[src/rtl/multicycle_control_if.sv]
// Control/status bundle between the multi-cycle sequencer and the RV32I datapath.
// The master is the sequencer; the slave is the datapath/memory side.
interface multicycle_control_if;
   logic [8:0] instr_class;
   logic [2:0] funct3;
   logic       branch_taken;
   logic [1:0] addr_lo;
   logic       mem_ready;

   logic       mem_req;
   logic       mem_we;
   logic       mem_addr_sel;
   logic       ir_load;
   logic       mdr_load;
   logic       alu_a_sel;
   logic       alu_b_sel;
   logic       alu_use_funct;
   logic       reg_we;
   logic [1:0] wb_sel;
   logic       pc_load;
   logic [1:0] pc_sel;
   logic       instr_retired;
   logic       trap;
   logic [1:0] trap_cause;

   modport master (
      input  instr_class, funct3, branch_taken, addr_lo, mem_ready,
      output mem_req, mem_we, mem_addr_sel, ir_load, mdr_load,
             alu_a_sel, alu_b_sel, alu_use_funct, reg_we, wb_sel,
             pc_load, pc_sel, instr_retired, trap, trap_cause
   );

   modport slave (
      output instr_class, funct3, branch_taken, addr_lo, mem_ready,
      input  mem_req, mem_we, mem_addr_sel, ir_load, mdr_load,
             alu_a_sel, alu_b_sel, alu_use_funct, reg_we, wb_sel,
             pc_load, pc_sel, instr_retired, trap, trap_cause
   );
endinterface

[src/rtl/multicycle_control.sv]
// Multi-cycle RV32I sequencer: fetch/decode/execute/memory/writeback over a shared
// memory port, with illegal-instruction, misalignment and memory-timeout traps.
//
//   state  | meaning
//   IDLE   | post-reset, all outputs quiet, fetch next cycle
//   FETCH  | instruction read from PC, wait for mem_ready
//   DECODE | latch class/funct3, reject illegal encodings
//   EXEC   | ALU work; branches finish here, loads/stores check alignment
//   MEM    | data access at ALU address, wait for mem_ready
//   WB     | register write and PC update
//   TRAP   | parked until reset, cause held
module multicycle_control #(
   parameter int unsigned TIMEOUT_CYCLES = 255
) (
   input logic                  clk,
   input logic                  rst_n,
   multicycle_control_if.master bus
);
   localparam int CW = (TIMEOUT_CYCLES == 0) ? 1 : $clog2(TIMEOUT_CYCLES + 1);
   localparam logic [CW-1:0] TO_LAST = (TIMEOUT_CYCLES == 0) ? '0 : CW'(TIMEOUT_CYCLES - 1);

   localparam int C_R = 0, C_I = 1, C_IM = 2, C_S = 3, C_B = 4,
                  C_JAL = 5, C_JALR = 6, C_LUI = 7, C_AUIPC = 8;

   typedef enum logic [2:0] {
      IDLE, FETCH, DECODE, EXEC, MEM, WB, TRAP
   } state_t;

   state_t      state_q, state_d;
   logic [8:0]  cls_q, cls_d;
   logic [1:0]  f3_q, f3_d;
   logic [CW-1:0] cnt_q, cnt_d;
   logic [1:0]  cause_q, cause_d;

   logic        one_hot, misaligned, to_hit, is_ls;
   logic        alu_a_c, alu_b_c, alu_fn_c;
   logic        unused_f3;

   logic       mem_req, mem_we, mem_addr_sel, ir_load, mdr_load;
   logic       alu_a_sel, alu_b_sel, alu_use_funct, reg_we, pc_load, instr_retired;
   logic [1:0] wb_sel, pc_sel;

   assign unused_f3 = bus.funct3[2];
   assign one_hot   = (bus.instr_class != 9'd0) &&
                      ((bus.instr_class & (bus.instr_class - 9'd1)) == 9'd0);
   assign is_ls     = cls_q[C_IM] | cls_q[C_S];
   assign to_hit    = (TIMEOUT_CYCLES != 0) && (cnt_q == TO_LAST);

   always_comb begin
      misaligned = 1'b0;
      case (f3_q)
         2'b00:   misaligned = 1'b0;
         2'b01:   misaligned = bus.addr_lo[0];
         2'b10:   misaligned = |bus.addr_lo;
         default: misaligned = 1'b1;
      endcase
   end

   // ALU operand selects per class, shared by EXEC and the following MEM/WB cycle.
   assign alu_a_c  = cls_q[C_AUIPC] | cls_q[C_JAL];
   assign alu_b_c  = cls_q[C_I] | cls_q[C_IM] | cls_q[C_S] | cls_q[C_AUIPC] |
                     cls_q[C_JAL] | cls_q[C_JALR];
   assign alu_fn_c = cls_q[C_R] | cls_q[C_I] | cls_q[C_B];

   // Counter restarts whenever the port is idle or an access completes.
   assign cnt_d = (mem_req && !bus.mem_ready) ? cnt_q + 1'b1 : '0;

   always_ff @(posedge clk or negedge rst_n) begin
      if (!rst_n) begin
         state_q <= IDLE;
         cls_q   <= '0;
         f3_q    <= '0;
         cnt_q   <= '0;
         cause_q <= '0;
      end else begin
         state_q <= state_d;
         cls_q   <= cls_d;
         f3_q    <= f3_d;
         cnt_q   <= cnt_d;
         cause_q <= cause_d;
      end
   end

   always_comb begin
      state_d = state_q;
      cls_d   = cls_q;
      f3_d    = f3_q;
      cause_d = cause_q;
      case (state_q)
         IDLE:  state_d = FETCH;
         FETCH: begin
            if (bus.mem_ready) begin
               state_d = DECODE;
            end else if (to_hit) begin
               state_d = TRAP;
               cause_d = 2'd2;
            end
         end
         DECODE: begin
            cls_d = bus.instr_class;
            f3_d  = bus.funct3[1:0];
            if (!one_hot) begin
               state_d = TRAP;
               cause_d = 2'd1;
            end else begin
               state_d = EXEC;
            end
         end
         EXEC: begin
            if (cls_q[C_B]) begin
               state_d = FETCH;
            end else if (is_ls) begin
               if (misaligned) begin
                  state_d = TRAP;
                  cause_d = 2'd3;
               end else begin
                  state_d = MEM;
               end
            end else begin
               state_d = WB;
            end
         end
         MEM: begin
            if (bus.mem_ready) begin
               state_d = cls_q[C_S] ? FETCH : WB;
            end else if (to_hit) begin
               state_d = TRAP;
               cause_d = 2'd2;
            end
         end
         WB:      state_d = FETCH;
         TRAP:    state_d = TRAP;
         default: state_d = IDLE;
      endcase
   end

   always_comb begin
      mem_req       = 1'b0;
      mem_we        = 1'b0;
      mem_addr_sel  = 1'b0;
      ir_load       = 1'b0;
      mdr_load      = 1'b0;
      alu_a_sel     = 1'b0;
      alu_b_sel     = 1'b0;
      alu_use_funct = 1'b0;
      reg_we        = 1'b0;
      wb_sel        = 2'd0;
      pc_load       = 1'b0;
      pc_sel        = 2'd0;
      instr_retired = 1'b0;
      case (state_q)
         FETCH: begin
            mem_req = 1'b1;
            ir_load = bus.mem_ready;
         end
         EXEC: begin
            alu_a_sel     = alu_a_c;
            alu_b_sel     = alu_b_c;
            alu_use_funct = alu_fn_c;
            if (cls_q[C_B]) begin
               pc_load       = 1'b1;
               pc_sel        = bus.branch_taken ? 2'd1 : 2'd0;
               instr_retired = 1'b1;
            end
         end
         MEM: begin
            mem_req      = 1'b1;
            mem_addr_sel = 1'b1;
            mem_we       = cls_q[C_S];
            alu_a_sel    = alu_a_c;
            alu_b_sel    = alu_b_c;
            if (bus.mem_ready) begin
               if (cls_q[C_S]) begin
                  pc_load       = 1'b1;
                  instr_retired = 1'b1;
               end else begin
                  mdr_load = 1'b1;
               end
            end
         end
         WB: begin
            alu_a_sel     = alu_a_c;
            alu_b_sel     = alu_b_c;
            alu_use_funct = alu_fn_c;
            reg_we        = 1'b1;
            pc_load       = 1'b1;
            instr_retired = 1'b1;
            if (cls_q[C_IM])                      wb_sel = 2'd1;
            else if (cls_q[C_JAL] | cls_q[C_JALR]) wb_sel = 2'd2;
            else if (cls_q[C_LUI])                wb_sel = 2'd3;
            if (cls_q[C_JAL])       pc_sel = 2'd1;
            else if (cls_q[C_JALR]) pc_sel = 2'd2;
         end
         default: ;
      endcase
   end

   assign bus.mem_req       = mem_req;
   assign bus.mem_we        = mem_we;
   assign bus.mem_addr_sel  = mem_addr_sel;
   assign bus.ir_load       = ir_load;
   assign bus.mdr_load      = mdr_load;
   assign bus.alu_a_sel     = alu_a_sel;
   assign bus.alu_b_sel     = alu_b_sel;
   assign bus.alu_use_funct = alu_use_funct;
   assign bus.reg_we        = reg_we;
   assign bus.wb_sel        = wb_sel;
   assign bus.pc_load       = pc_load;
   assign bus.pc_sel        = pc_sel;
   assign bus.instr_retired = instr_retired;
   assign bus.trap          = (state_q == TRAP);
   assign bus.trap_cause    = cause_q;
endmodule
[src/flat_wrapper.sv]
// flat-port wrapper written by rule: the top's interface ports become plain ports
module multicycle_control_flat 
#(
   parameter int unsigned TIMEOUT_CYCLES = 255
)
  (clk, rst_n, bus_instr_class, bus_funct3, bus_branch_taken, bus_addr_lo, bus_mem_ready, bus_mem_req, bus_mem_we, bus_mem_addr_sel, bus_ir_load, bus_mdr_load, bus_alu_a_sel, bus_alu_b_sel, bus_alu_use_funct, bus_reg_we, bus_wb_sel, bus_pc_load, bus_pc_sel, bus_instr_retired, bus_trap, bus_trap_cause);
  multicycle_control_if bus_i ();
  input logic clk;
  input logic rst_n;
  input wire logic [$bits(bus_i.instr_class)-1:0] bus_instr_class;
  input wire logic [$bits(bus_i.funct3)-1:0] bus_funct3;
  input wire logic [$bits(bus_i.branch_taken)-1:0] bus_branch_taken;
  input wire logic [$bits(bus_i.addr_lo)-1:0] bus_addr_lo;
  input wire logic [$bits(bus_i.mem_ready)-1:0] bus_mem_ready;
  output wire logic [$bits(bus_i.mem_req)-1:0] bus_mem_req;
  output wire logic [$bits(bus_i.mem_we)-1:0] bus_mem_we;
  output wire logic [$bits(bus_i.mem_addr_sel)-1:0] bus_mem_addr_sel;
  output wire logic [$bits(bus_i.ir_load)-1:0] bus_ir_load;
  output wire logic [$bits(bus_i.mdr_load)-1:0] bus_mdr_load;
  output wire logic [$bits(bus_i.alu_a_sel)-1:0] bus_alu_a_sel;
  output wire logic [$bits(bus_i.alu_b_sel)-1:0] bus_alu_b_sel;
  output wire logic [$bits(bus_i.alu_use_funct)-1:0] bus_alu_use_funct;
  output wire logic [$bits(bus_i.reg_we)-1:0] bus_reg_we;
  output wire logic [$bits(bus_i.wb_sel)-1:0] bus_wb_sel;
  output wire logic [$bits(bus_i.pc_load)-1:0] bus_pc_load;
  output wire logic [$bits(bus_i.pc_sel)-1:0] bus_pc_sel;
  output wire logic [$bits(bus_i.instr_retired)-1:0] bus_instr_retired;
  output wire logic [$bits(bus_i.trap)-1:0] bus_trap;
  output wire logic [$bits(bus_i.trap_cause)-1:0] bus_trap_cause;
  assign bus_i.instr_class = bus_instr_class;
  assign bus_i.funct3 = bus_funct3;
  assign bus_i.branch_taken = bus_branch_taken;
  assign bus_i.addr_lo = bus_addr_lo;
  assign bus_i.mem_ready = bus_mem_ready;
  assign bus_mem_req = bus_i.mem_req;
  assign bus_mem_we = bus_i.mem_we;
  assign bus_mem_addr_sel = bus_i.mem_addr_sel;
  assign bus_ir_load = bus_i.ir_load;
  assign bus_mdr_load = bus_i.mdr_load;
  assign bus_alu_a_sel = bus_i.alu_a_sel;
  assign bus_alu_b_sel = bus_i.alu_b_sel;
  assign bus_alu_use_funct = bus_i.alu_use_funct;
  assign bus_reg_we = bus_i.reg_we;
  assign bus_wb_sel = bus_i.wb_sel;
  assign bus_pc_load = bus_i.pc_load;
  assign bus_pc_sel = bus_i.pc_sel;
  assign bus_instr_retired = bus_i.instr_retired;
  assign bus_trap = bus_i.trap;
  assign bus_trap_cause = bus_i.trap_cause;
  multicycle_control #(.TIMEOUT_CYCLES(TIMEOUT_CYCLES)) u_core (.clk(clk), .rst_n(rst_n), .bus(bus_i));
endmodule
[config.mk]
export PLATFORM = sky130hd
export DESIGN_NAME = multicycle_control_flat
export DESIGN_NICKNAME = d
export VERILOG_FILES = /design/src/rtl/multicycle_control_if.sv /design/src/rtl/multicycle_control.sv /design/src/flat_wrapper.sv
export SDC_FILE = /design/constraint.sdc
export NUM_CORES = 1
export LEC_CHECK = 0
export ABC_AREA = 0
export CORE_ASPECT_RATIO = 0.75
export CORE_MARGIN = 2
export CORE_UTILIZATION = 43
export CTS_CLUSTER_DIAMETER = 30
export DETAILED_ROUTE_END_ITERATION = 16
export PLACE_DENSITY = 0.75
export SETUP_SLACK_MARGIN = 0.4
export SLEW_MARGIN = 20
export SYNTH_ARGS = -nofsm -noshare
export SYNTH_HDL_FRONTEND = slang
export SYNTH_SLANG_ARGS = --single-unit
[constraint.sdc]
create_clock -name clk -period 1.7 [get_ports clk]
set_clock_uncertainty 0.1 [all_clocks]
set_input_delay 0.17 -clock clk [delete_from_list [all_inputs] [get_ports clk]]
set_output_delay 0.17 -clock clk [all_outputs]
set_load 0.03 [all_outputs]
==> out/qor.yml <==
outcome: "complete, but fails checks"
violations: "setup timing"
ys_ff_latch: 24
rows: 17
setup_tns_ps: -47.3
pin_count: 36
grt_first_pass_wirelength_um: 6940
grt_pass1_vias: 1505
grt_usage_pct: 24.4
vias: 1438
syn-instance-count: 147
power_uw: 3930
cp_data_required_time_ps: 1430
crit_path_max_fanout: 5
cp_data_arrival_time_ps: 1470
place_area_um2: 1990
end_kind: "output pin"
syn_to_final_growth_pct: 75.7
synth.distinct_cells: 43
clock_latency_ps: 270
cts_tree: "done"
synthFlopType: "dfrtp_1"
numCtsBuffers: 3
cts_sinks: 24
clock-root-buffer: "clkbuf_8"
die_h_um: 53.2
synth.avg_cell_area_um2: 9.42
synth_area_leaders: "dfrtp_1 43%, mux2_2 6.5%, nor2_1 5.7%, xor2_1 3.8%, a21oi_1 2.5%"
first_pass_iters: 4
pwr_density_cell_nw_per_um2: 1620
grt.overflow.total: 0
core_area_um2: 3000
drv_slew: 0
relSlewSlack_pct: 75.7
start_kind: "flip-flop"
port_buffers: 34
antenna_found_initial: 0
drtAntennaViolNets: 0
rsz0062_at_grt: "true"
yosys-top-cells-count: "24 x dfrtp_1, 21 x nor2_1, 8 x mux2_2"
gp_congestion: 0.852
synth_area_leader_cell: "dfrtp_1"
fill_cells: 175
clockBufferDepth: 2
htreeDepth: 1
cts_hold_buf: 0
leakagePower_uw: 0.00108
die_w_um: 69.5
setup_violations: 2
max_cap_viol_count: 0
synthesis.nets: 167
synth_edf_count: 0
grt_max_degree: 25
drive_gt1_share_pct: 55.3
remaining_drc_errors: 0
max_clock_freq_mhz: 576
nets: 238
viasPerCell: 5.64
n_antenna_cell: 0
utilization_pct: 81.1
stdcell_area_um2: 2430
min_path_type: "in2reg"
synth_seq_area_share_pct: 43.4
clk_pin_slew_ps: 90
avgRoutedWirePerCell_um: 18.2
ys.warnings.count: 0
path_class: "reg2out"
timing.final.ws_setup_ps: -37.1
dp_hpwl_um: 2880
finalHoldViolations: 0
syn_area_um2: 1390
drtIter0Drc: 96
min_period_over_period_pct: 102
synth_top_area_share_pct: 43.4
post-synth-top-count-cell: "dfrtp_1"
synthArstFlopShare_pct: 100
routed_wl_um: 4630
die_area_um2: 3700
ir_worst_vdd_v: 0.000794
tightest_slew_ps: 362
start_util_pct: 46.2
period_needed_ps: 1740
-- flip-flops by register name, summed over array words and instances (netlist names) --
register,flops
u_core.bus.trap_cause,2
u_core.cls_q,9
u_core.cnt_q,8
u_core.f3_q,2
u_core.state_q,3
-- report_power, final --
group          internal (uW)  leakage, uW  total (uW)  switching, uW
registers                768     0.000299        1020            253
clock network            315    0.0000357         504            189
logic                   1210     0.000750        2410           1200
total                   2290      0.00108        3930           1650
-- per-stage QoR --
step	cells	worst slack [ps]	hold WS, ps
after floorplan	147	9.46	-226
after global placement	232	-463	389
after detailed placement	232	-515	397
after CTS	251	33.1	148
after global routing	255	-57.0	138
final	255	-37.1	142
-- cell families (layout without fill, tap and decap cells) --
kind of cell / Yosys count / after routing / share of synthesized area, %
simple gates: 65 / 65 / 24.8
buf+inv: 13 / 83 / 4.25
compound gates: 25 / 25 / 12.6
xor+xnor: 7 / 7 / 4.43
flops: 24 / 24 / 43.4
mux: 10 / 10 / 8.13
fa+ha+maj: 3 / 3 / 2.53
-- per-layer routing --
metal / vias up / global-route usage, % / part of all wire [%]
met5: - / 0 / 0
met4: 0 / 7.52 / 2.5
met3: 14 / 5.14 / 5.4
met2: 54 / 45.4 / 52
met1: 711 / 28.9 / 40
li1: 659 / - / -
-- cell usage in the layout, fill, tap and decap left out, types with 2 or more instances in the layout --
master           netlist  routed
buf_4                  2      29
buf_6                  0      24
dfrtp_1               24      22
nor2_1                21      10
mux2_4                 0      10
clkdlybuf4s50_1        0       9
nor2_2                 0       7
xor2_1                 6       6
a21oi_1                7       5
nor2_4                 0       4
nor3_1                 6       4
nand3_1                5       4
inv_1                  7       3
nand4_1                3       3
clkbuf_8               0       3
dlygate4sd2_1          0       3
inv_4                  0       2
nand2_4                0       2
inv_2                  0       2
o21ai_1                1       2
and2_4                 0       2
nand2b_4               0       2
nor2b_1                3       2
o21ai_0                5       2
a21o_1                 2       2
or3_4                  0       2
nand2b_1               4       2
nand2_2                0       2
nand2_1                6       2
nor3_4                 0       2
ha_1                   2       2
buf_2                  2       2
clkbuf_2               0       2
dfrtp_2                0       2
-- layout make-up --
| cell class | instances | area (um2) | area share (%) |
|---|---|---|---|
| sequential | 24 | 603 | 24.8 |
| clock inverter | 1 | 30.0 | 1.23 |
| tap | 38 | 47.5 | 1.95 |
| clock buffer | 3 | 41.3 | 1.70 |
| timing repair buffer | 72 | 682 | 28.0 |
| inverter | 7 | 31.3 | 1.29 |
| multi-input combinational | 110 | 998 | 41.0 |
-- worst max-delay path: stages (launching register included) --
cell	delay (ps)
dfrtp_2	460
buf_6	160
nor2b_4	160
nand2_4	90
a22oi_2	170
buf_6	150
-- path summary, 6_finish.rpt --
check,start,end,slack (ps),depth (start not counted)
setup / recovery,u_core.state_q[2],bus_alu_b_sel,-40,5
setup reg to reg,u_core.state_q[2],u_core.state_q[1],0,7
min in group asynchronous,rst_n,u_core.f3_q[0],150,2
max in group asynchronous,rst_n,u_core.state_q[1],1080,2
hold reg to reg,u_core.f3_q[1],u_core.f3_q[1],450,1
hold / removal,bus_instr_class[2],u_core.cls_q[2],140,3
-- timing repair --
action	4_1_cts	5_1_grt
buffers inserted	14	4
resized for setup	59	30
setup endpoints to repair	42	42
gates cloned	1	0
pin swaps	14	11
endpoints found under the hold margin	0	0
No activity file was read; power rests on OpenSTA's default activity.
